--- config.mk ---
export PLATFORM = sky130hd
export DESIGN_NAME = timer_seg_scan
export DESIGN_NICKNAME = d
export VERILOG_FILES = /design/src/rtl/timer_seg_scan.sv
export SDC_FILE = /design/constraint.sdc
export NUM_CORES = 1
export LEC_CHECK = 0
export CAP_MARGIN = 20
export CORE_MARGIN = 1
export CORE_UTILIZATION = 55
export DETAILED_ROUTE_END_ITERATION = 10
export PLACE_DENSITY = 0.78
export RECOVER_POWER = 25
export SKIP_CTS_REPAIR_TIMING = 1
export SLEW_MARGIN = 10
export SYNTH_ARGS = -nofsm -noshare
export SYNTH_HDL_FRONTEND = slang
export SYNTH_SLANG_ARGS = --single-unit
--- constraint.sdc ---
create_clock -name Clk -period 2.3 [get_ports Clk]
set_input_delay 0.46 -clock Clk [delete_from_list [all_inputs] [get_ports Clk]]
set_output_delay 0.46 -clock Clk [all_outputs]
set_load 0.005 [all_outputs]
--- src/rtl/timer_seg_scan.sv ---
// timer_seg_scan: four-digit multiplexed seven-segment driver for the decade
// timer. Snapshots the BCD digits once per scan frame, decodes them with
// optional leading-zero blanking, scans common-anode digits, and latches the
// timer carry as a blinking alarm until it is cleared.
module timer_seg_scan #(
    parameter int unsigned SCAN_DIV     = 50000,
    parameter int unsigned BLINK_FRAMES = 125,
    parameter bit          BLANK_LZ     = 1'b1
) (
    input  logic        Clk,
    input  logic        reset,
    input  logic        enable,
    input  logic [15:0] digits_in,
    input  logic [3:0]  dp_in,
    input  logic        alarm,
    input  logic        alarm_clr,
    output logic [6:0]  seg,
    output logic [3:0]  an,
    output logic        dp,
    output logic        alarm_active
);

    localparam logic [15:0] PRESC_MAX = 16'(SCAN_DIV - 1);
    localparam logic [7:0]  BLINK_MAX = 8'(BLINK_FRAMES - 1);

    logic [15:0] presc;
    logic [1:0]  idx;
    logic        tick;
    logic        frame_end;

    logic        loaded;
    logic [15:0] shadow_digits;
    logic [3:0]  shadow_dp;

    logic [15:0] src_digits;
    logic [3:0]  src_dp;
    logic [3:0]  cur_digit;
    logic        cur_blank;
    logic [6:0]  cur_seg;

    logic        alarm_r;
    logic        alarm_prev;
    logic        alarm_rise;
    logic        active_nxt;

    logic [7:0]  blink_cnt;
    logic        phase;

    assign tick      = enable && (presc == PRESC_MAX);
    assign frame_end = tick && (idx == 2'd3);

    // Prescaler paces the digit slots; the scan index steps once per slot.
    // NOTE: sequential state uses non-blocking assignments so every register
    // samples the values that existed before the clock edge.
    always_ff @(posedge Clk or posedge reset) begin
        if (reset) begin
            presc <= '0;
            idx   <= '0;
        end else if (!enable) begin
            presc <= '0;
            idx   <= '0;
        end else if (tick) begin
            presc <= '0;
            idx   <= idx + 2'd1;
        end else begin
            presc <= presc + 16'd1;
        end
    end

    // Shadow copy of the digits, refreshed only at frame boundaries so a frame
    // never mixes old and new values; the first edge after reset primes it.
    // NOTE: the shadow is a handful of flops, not a memory, so it takes the
    // async reset like any other register.
    always_ff @(posedge Clk or posedge reset) begin
        if (reset) begin
            loaded        <= 1'b0;
            shadow_digits <= '0;
            shadow_dp     <= '0;
        end else if (!loaded || frame_end) begin
            loaded        <= 1'b1;
            shadow_digits <= digits_in;
            shadow_dp     <= dp_in;
        end
    end

    // Select the digit under the scan index, decode it and work out blanking.
    // NOTE: every output of this block gets a default first so no latch forms.
    always_comb begin
        src_digits = loaded ? shadow_digits : digits_in;
        src_dp     = loaded ? shadow_dp : dp_in;
        cur_digit  = src_digits[{idx, 2'b00} +: 4];
        cur_blank  = 1'b0;
        if (BLANK_LZ) begin
            case (idx)
                2'd1:    cur_blank = (src_digits[15:4] == 12'd0);
                2'd2:    cur_blank = (src_digits[15:8] == 8'd0);
                2'd3:    cur_blank = (src_digits[15:12] == 4'd0);
                default: cur_blank = 1'b0;
            endcase
        end
        case (cur_digit)
            4'd0:    cur_seg = 7'h3F;
            4'd1:    cur_seg = 7'h06;
            4'd2:    cur_seg = 7'h5B;
            4'd3:    cur_seg = 7'h4F;
            4'd4:    cur_seg = 7'h66;
            4'd5:    cur_seg = 7'h6D;
            4'd6:    cur_seg = 7'h7D;
            4'd7:    cur_seg = 7'h07;
            4'd8:    cur_seg = 7'h7F;
            4'd9:    cur_seg = 7'h6F;
            default: cur_seg = 7'h40;
        endcase
    end

    // A rising edge of the registered carry sets the alarm; set beats clear.
    assign alarm_rise = alarm_r && !alarm_prev;
    assign active_nxt = alarm_rise || (alarm_active && !alarm_clr);

    // Alarm input history and the alarm latch itself.
    always_ff @(posedge Clk or posedge reset) begin
        if (reset) begin
            alarm_r      <= 1'b0;
            alarm_prev   <= 1'b0;
            alarm_active <= 1'b0;
        end else begin
            alarm_r      <= alarm;
            alarm_prev   <= alarm_r;
            alarm_active <= active_nxt;
        end
    end

    // Blink timer: counts frames while the alarm is up and flips the dark phase.
    always_ff @(posedge Clk or posedge reset) begin
        if (reset) begin
            blink_cnt <= '0;
            phase     <= 1'b0;
        end else if (alarm_rise || !active_nxt) begin
            blink_cnt <= '0;
            phase     <= 1'b0;
        end else if (!enable) begin
            blink_cnt <= '0;
        end else if (frame_end) begin
            if (blink_cnt == BLINK_MAX) begin
                blink_cnt <= '0;
                phase     <= ~phase;
            end else begin
                blink_cnt <= blink_cnt + 8'd1;
            end
        end
    end

    // Registered display outputs; anode and segments update on the same edge.
    always_ff @(posedge Clk or posedge reset) begin
        if (reset) begin
            seg <= '0;
            an  <= 4'hF;
            dp  <= 1'b0;
        end else if (!enable) begin
            seg <= '0;
            an  <= 4'hF;
            dp  <= 1'b0;
        end else begin
            seg <= cur_blank ? 7'h00 : cur_seg;
            an  <= phase ? 4'hF : ~(4'b0001 << idx);
            dp  <= src_dp[idx];
        end
    end

endmodule

-- Word level (Yosys, flattened, before mapping)
Memory sizes are Yosys's and may differ from the RTL's.
Index checks and enable logic that the tools add are counted.
- bits in registers: 63
- ROM bits: 112
- input bits: 25
- output and inout bits: 13
- logic and storage cells: 69
- memories: 1
- memory list (memory ; words ; width ; read ports ; clocked after memory_dff ; wr ports ; line ; source):
    (no name shown) ; 16 ; 7 ; 1 ; 0 ; 0 ; 101 ; case (cur_digit)
- add/subtract/negate cells: 3
- reductions and logical operators: 18
- $lt $le $gt $ge: 1
- bitwise operators: 2
- mux-type cells: 22
- shift-type cells: 2
- equal/unequal tests: 7
- operators by type and width (operator ; number):
    $mux W16 ; 3
    $mux W8 ; 4
    $add A16 B1 Y16 const B ; 1
    $eq A16 B16 Y1 const B ; 1
    $shiftx A16 B5 Y4 ; 1
    $mux W7 ; 2
    $logic_not A12 Y1 ; 1
    $mux W4 ; 3
    $add A8 B1 Y8 const B ; 1
    $eq A8 B7 Y1 const B ; 1
    $logic_not A8 Y1 ; 1
    $mux W1 ; 6
    $reduce_bool A2 Y1 ; 3
    $eq A2 B2 Y1 const B ; 2
    $logic_and A1 B1 Y1 ; 4
    $logic_not A1 Y1 ; 4
    $logic_not A4 Y1 ; 1
    $mux W2 ; 2
    $not A4 Y4 ; 1
    $shl A1 B2 Y4 const A ; 1
    $logic_or A1 B1 Y1 ; 3
    $lt A2 B3 Y1 const B ; 1
    $ne A3 B1 Y1 const B ; 1
    $pmux W1 S3 ; 1
    6 further kinds ; 6

-- Depth between registers and ports, before layout
- depth after elaboration: 7
- gate-level depth with buffers: 10
- gate-level depth less buffers: 8

-- Worst setup path before layout
Ideal clock, no wire load.
- path type: flip-flop to flip-flop
- from: register idx[1]
- to: register seg[4]
- buffers on the path: 0
- required time: 2.177 ns
- slack: 0.267 ns
- data arrival time: 1.909 ns
- period minus slack after synthesis: 2.033 ns
- cell stages (with the launch flop): 8
- setup time: 0.123 ns
- cell sequence: dfrtp_1 -> clkinv_1 -> ha_1 -> nor4_1 -> nand3b_1 -> a222oi_1 -> a211o_1 -> nor2_1
- word-level cells in the longest chain between the ends: 4
- elaborated cells between the ends (all ways): 8
- those cells by class: 3 x eq/ne; 1 x shift; 3 x mux; 1 x memory
- ends and longest elaborated chain (item ; line ; source):
    from (decl) ; 27 ; logic [1:0] idx;
    from (signal assigned) ; 64 ; idx <= idx + 2'd1;
    $shiftx A16 B5 Y4, or another cell as far along ; 91 ; cur_digit = src_digits[{idx, 2'b00} +: 4];
    $mem_v2 Z16 W7 or $pmux W1 S3 (tied branches) ; - ;
    $mux W7 (*) ; 164 ; seg <= cur_blank ? 7'h00 : cur_seg;
    $mux W7 (*) ; 159 ; end else if (!enable) begin
    to (signal assigned) ; 164 ;
    to (decl) ; 17 ; output logic [6:0] seg,
Mark *: on every way between the ends. The rest lies on a longest branch, timed or not.
A chain may end at the register's enable or synchronous reset.

-- Worst setup path after layout
- from: register presc[13]
- to: register shadow_digits[5]
- word-level cells in the longest chain between the ends: 4
- ends and longest elaborated chain (item ; line ; source):
    from (decl) ; 26 ; logic [15:0] presc;
    from (signal assigned) ; 66 ; presc <= presc + 16'd1;
    $eq A16 B16 Y1 ; 49 ; assign tick = enable && (presc == PRESC_MAX);
    $logic_and A1 B1 Y1 ; 49 ;
    $logic_and A1 B1 Y1 ; 50 ; assign frame_end = tick && (idx == 2'd3);
    $logic_or A1 B1 Y1 ; 79 ; end else if (!loaded || frame_end) begin
    to (signal assigned) ; 81 ; shadow_digits <= digits_in;
    to (decl) ; 32 ; logic [15:0] shadow_digits;
Every way passes these cells.

==> metrics.txt <==
min Tclk post-route=2.16 ns; gpl congestion=0.857; routed vias/inst=5.75; first-pass GRT wire length=11200 um; clk sinks=63; Hold Path Class=register to register; synth unique cells=44; later-pin clock latency in the skew report=0.35 ns; # fillers=409; DRC viols=0; Final Hold Violating Endpoints=0; met3 WL=345 um; Total Routing Usage GR=24.0%; Power Total=2.34 mW; Main synth FF type=dfrtp_1; maxcap violations=1; DRT met1 WL=2710 um; cell area after synthesis=0.00332 mm^2; synth warn=0; number of synthesized flops with an enable pin=0; WL/cell=15.0 um; Initial Util=58.8%; DRT Pass-1 Iters=4; antenna violations before repair=0; Die Height=79.6 um; failing checks=capacitance limit, slew limit; total grt overflow=0; Final Max Slew Viols=64; clock network power share=35.0%; Max Root-Sink Buffers=2; Layout Skew=0.00849 ns; flop2flop setup slack=0.14 ns; die width=79.6 um; area delta synth->final=22.1%; setup TNS=0 ns; area of the core=0.00564 mm^2; Critical Path, Cell by Cell=nor4b_2 > and4_1 > nand2_1 > nand2_1 > buf_12 > mux2_2; Most common cell on crit path=nand2_1; crit path DAT=2.39 ns; Die ar.=0.00634 mm^2; port bufs=37; critical path required time=2.53 ns; layout cell share with drive strength beyond 1=18.8%; vias in the first global route=2435; clk slew on worst S/H paths=0.07 ns; Sw Share=24.8%; pwr/cell area=577 mW/mm^2; cells after synthesis=289; highest routed layer=met4; endpoints failing setup=0; placed inst area=0.00390 mm^2; Critical Path Max Stage Delay=0.45 ns; #FFs+latches synth=63; fmax=463 MHz; initial DRC count=236; total CTS buffers=9; Avg Inst Size Synth=11.5 um^2; worst slew pin tran=1.52 ns; Diodes inserted=0; crit end category=register; Post-Route WL=6360 um; CTS tree=built; dpl hpwl=4460 um; Worst path slowest cell=and4_1; Seq/Total Area, Yosys=47.7%; Rows=27; outcome=finished with violations; Tcrit/Tclk final=93.9%; largest net degree at the start of global routing=64; Slew headroom=-1.24%; RSZ-0062 raised after global routing=no; Setup crit start kind=register; CP bufs+invs=1; critical path class=register to register; Pint=1.76 mW; Worst VDD drop=478 uV; antenna-violating nets left=0; CTS Root Cell=clkbuf_8; total number of vias=2440; Comb power frac=13.3%; Layout Nets=386; Critical Path Fanout Max=20; Net Sw Power=579 uW; syn_nets=327; met2 wire length=3220 um; CP top delay family=simple AND/OR/NAND/NOR gates; IO Pins=38; FFs w/ async S/R, synth=100%; H-tree Lvls=3; leakage power=1.69 nW; Reg power frac=51.6%; Final Instance Area=0.00405 mm^2
## cells in the final DEF, fill, tap and decap left out, types with 9 or more instances in the layout
cell type         n
a21oi_1          19
buf_4            16
clkbuf_8         10
clkdlybuf4s50_1  35
dfrtp_1          59
ha_1             13
inv_1            14
mux2_2           20
mux4_1           10
nand2_1          28
nor2_1           20
o21ai_0           9
xnor2_1           9
## power by group through the flow
stage	Sequential [mW]	Clock [mW]	Combinational (mW)
floorplan	1.21	0	0.175
global placement	1.22	0	0.312
detailed placement	1.23	0	0.319
CTS	1.21	0.838	0.319
global route	1.21	0.881	0.348
finish	1.21	0.818	0.312
## metrics by stage
stage | hold slack, ns | cells | setup slack, ns | util [%]
after floorplan | 0.355 | 289 | 0.267 | -
after global placement | 0.366 | 409 | -0.0352 | 69.1
after detailed placement | 0.373 | 409 | -0.115 | 69.1
after CTS | 0.402 | 424 | 0.161 | 72.0
after global routing | 0.404 | 424 | 0.0208 | 71.8
final | 0.392 | 424 | 0.140 | 71.8
## synth_stat cells (4+ instances only)
cell	count	area, um^2
nand4_1	5	31.3
nor2_1	20	75.1
mux4_1	10	263
and3_1	4	25.0
ha_1	13	163
nor3_1	8	40.0
mux2_2	20	225
and2_1	4	25.0
a21oi_1	19	95.1
dfrtp_1	59	1480
xnor2_1	9	78.8
o21ai_0	9	45.0
or3_1	6	37.5
inv_1	15	56.3
xor2_1	4	35.0
nand2_1	28	105
dfstp_2	4	105
nand3_1	8	40.0
## metal layers
layer / track usage, % / vias to the layer above
met5: 0 / -
met4: 10.2 / 0
met3: 6.63 / 8
met2: 38.0 / 73
met1: 30.8 / 1203
li1: - / 1156
## final timing paths
| kind | endpoint | cells past startpoint | startpoint |
|---|---|---|---|
| setup / recovery | shadow_digits[5] | 6 | presc[13] |
| hold / removal | alarm_prev | 0 | alarm_r |
| setup reg to reg | shadow_digits[5] | 6 | presc[13] |
| hold reg to reg | alarm_prev | 0 | alarm_r |
| max in group asynchronous | presc[12] | 3 | reset |
| min in group asynchronous | shadow_dp[2] | 3 | reset |
## cells by family (layout without fill, tap and decap cells)
kind of cell | Yosys count | after routing | share of synthesized area [%]
XOR/XNOR | 13 | 13 | 3.43
adder cells (fa/ha/maj) | 13 | 13 | 4.91
AND/OR/NAND/NOR | 101 | 101 | 15.9
AO/OA/AOI/OAI | 39 | 39 | 7.09
multiplexers | 35 | 35 | 17.4
flip-flops | 63 | 63 | 47.7
buffers and inverters | 24 | 87 | 3.51
other | 1 | 1 | 0.113
## flip-flops by register name, summed over array words and instances, names as in the netlist
register,count
presc,16
shadow_digits,16
blink_cnt,8
seg,7
an,4
shadow_dp,4
idx,2
alarm_active,1
alarm_prev,1
alarm_r,1
dp,1
loaded,1
phase,1
## area by class of cell
class	count	area [um^2]	area share, %
flip-flops and latches	63	1580	39.1
inverters	16	60.1	1.48
clock buffers	11	141	3.49
multi-input cells	202	1620	40.0
clock inverters	4	22.5	0.556
well taps	72	90.1	2.22
repair buffers	56	536	13.2
Note: power is estimated with default switching activity, not from simulation.
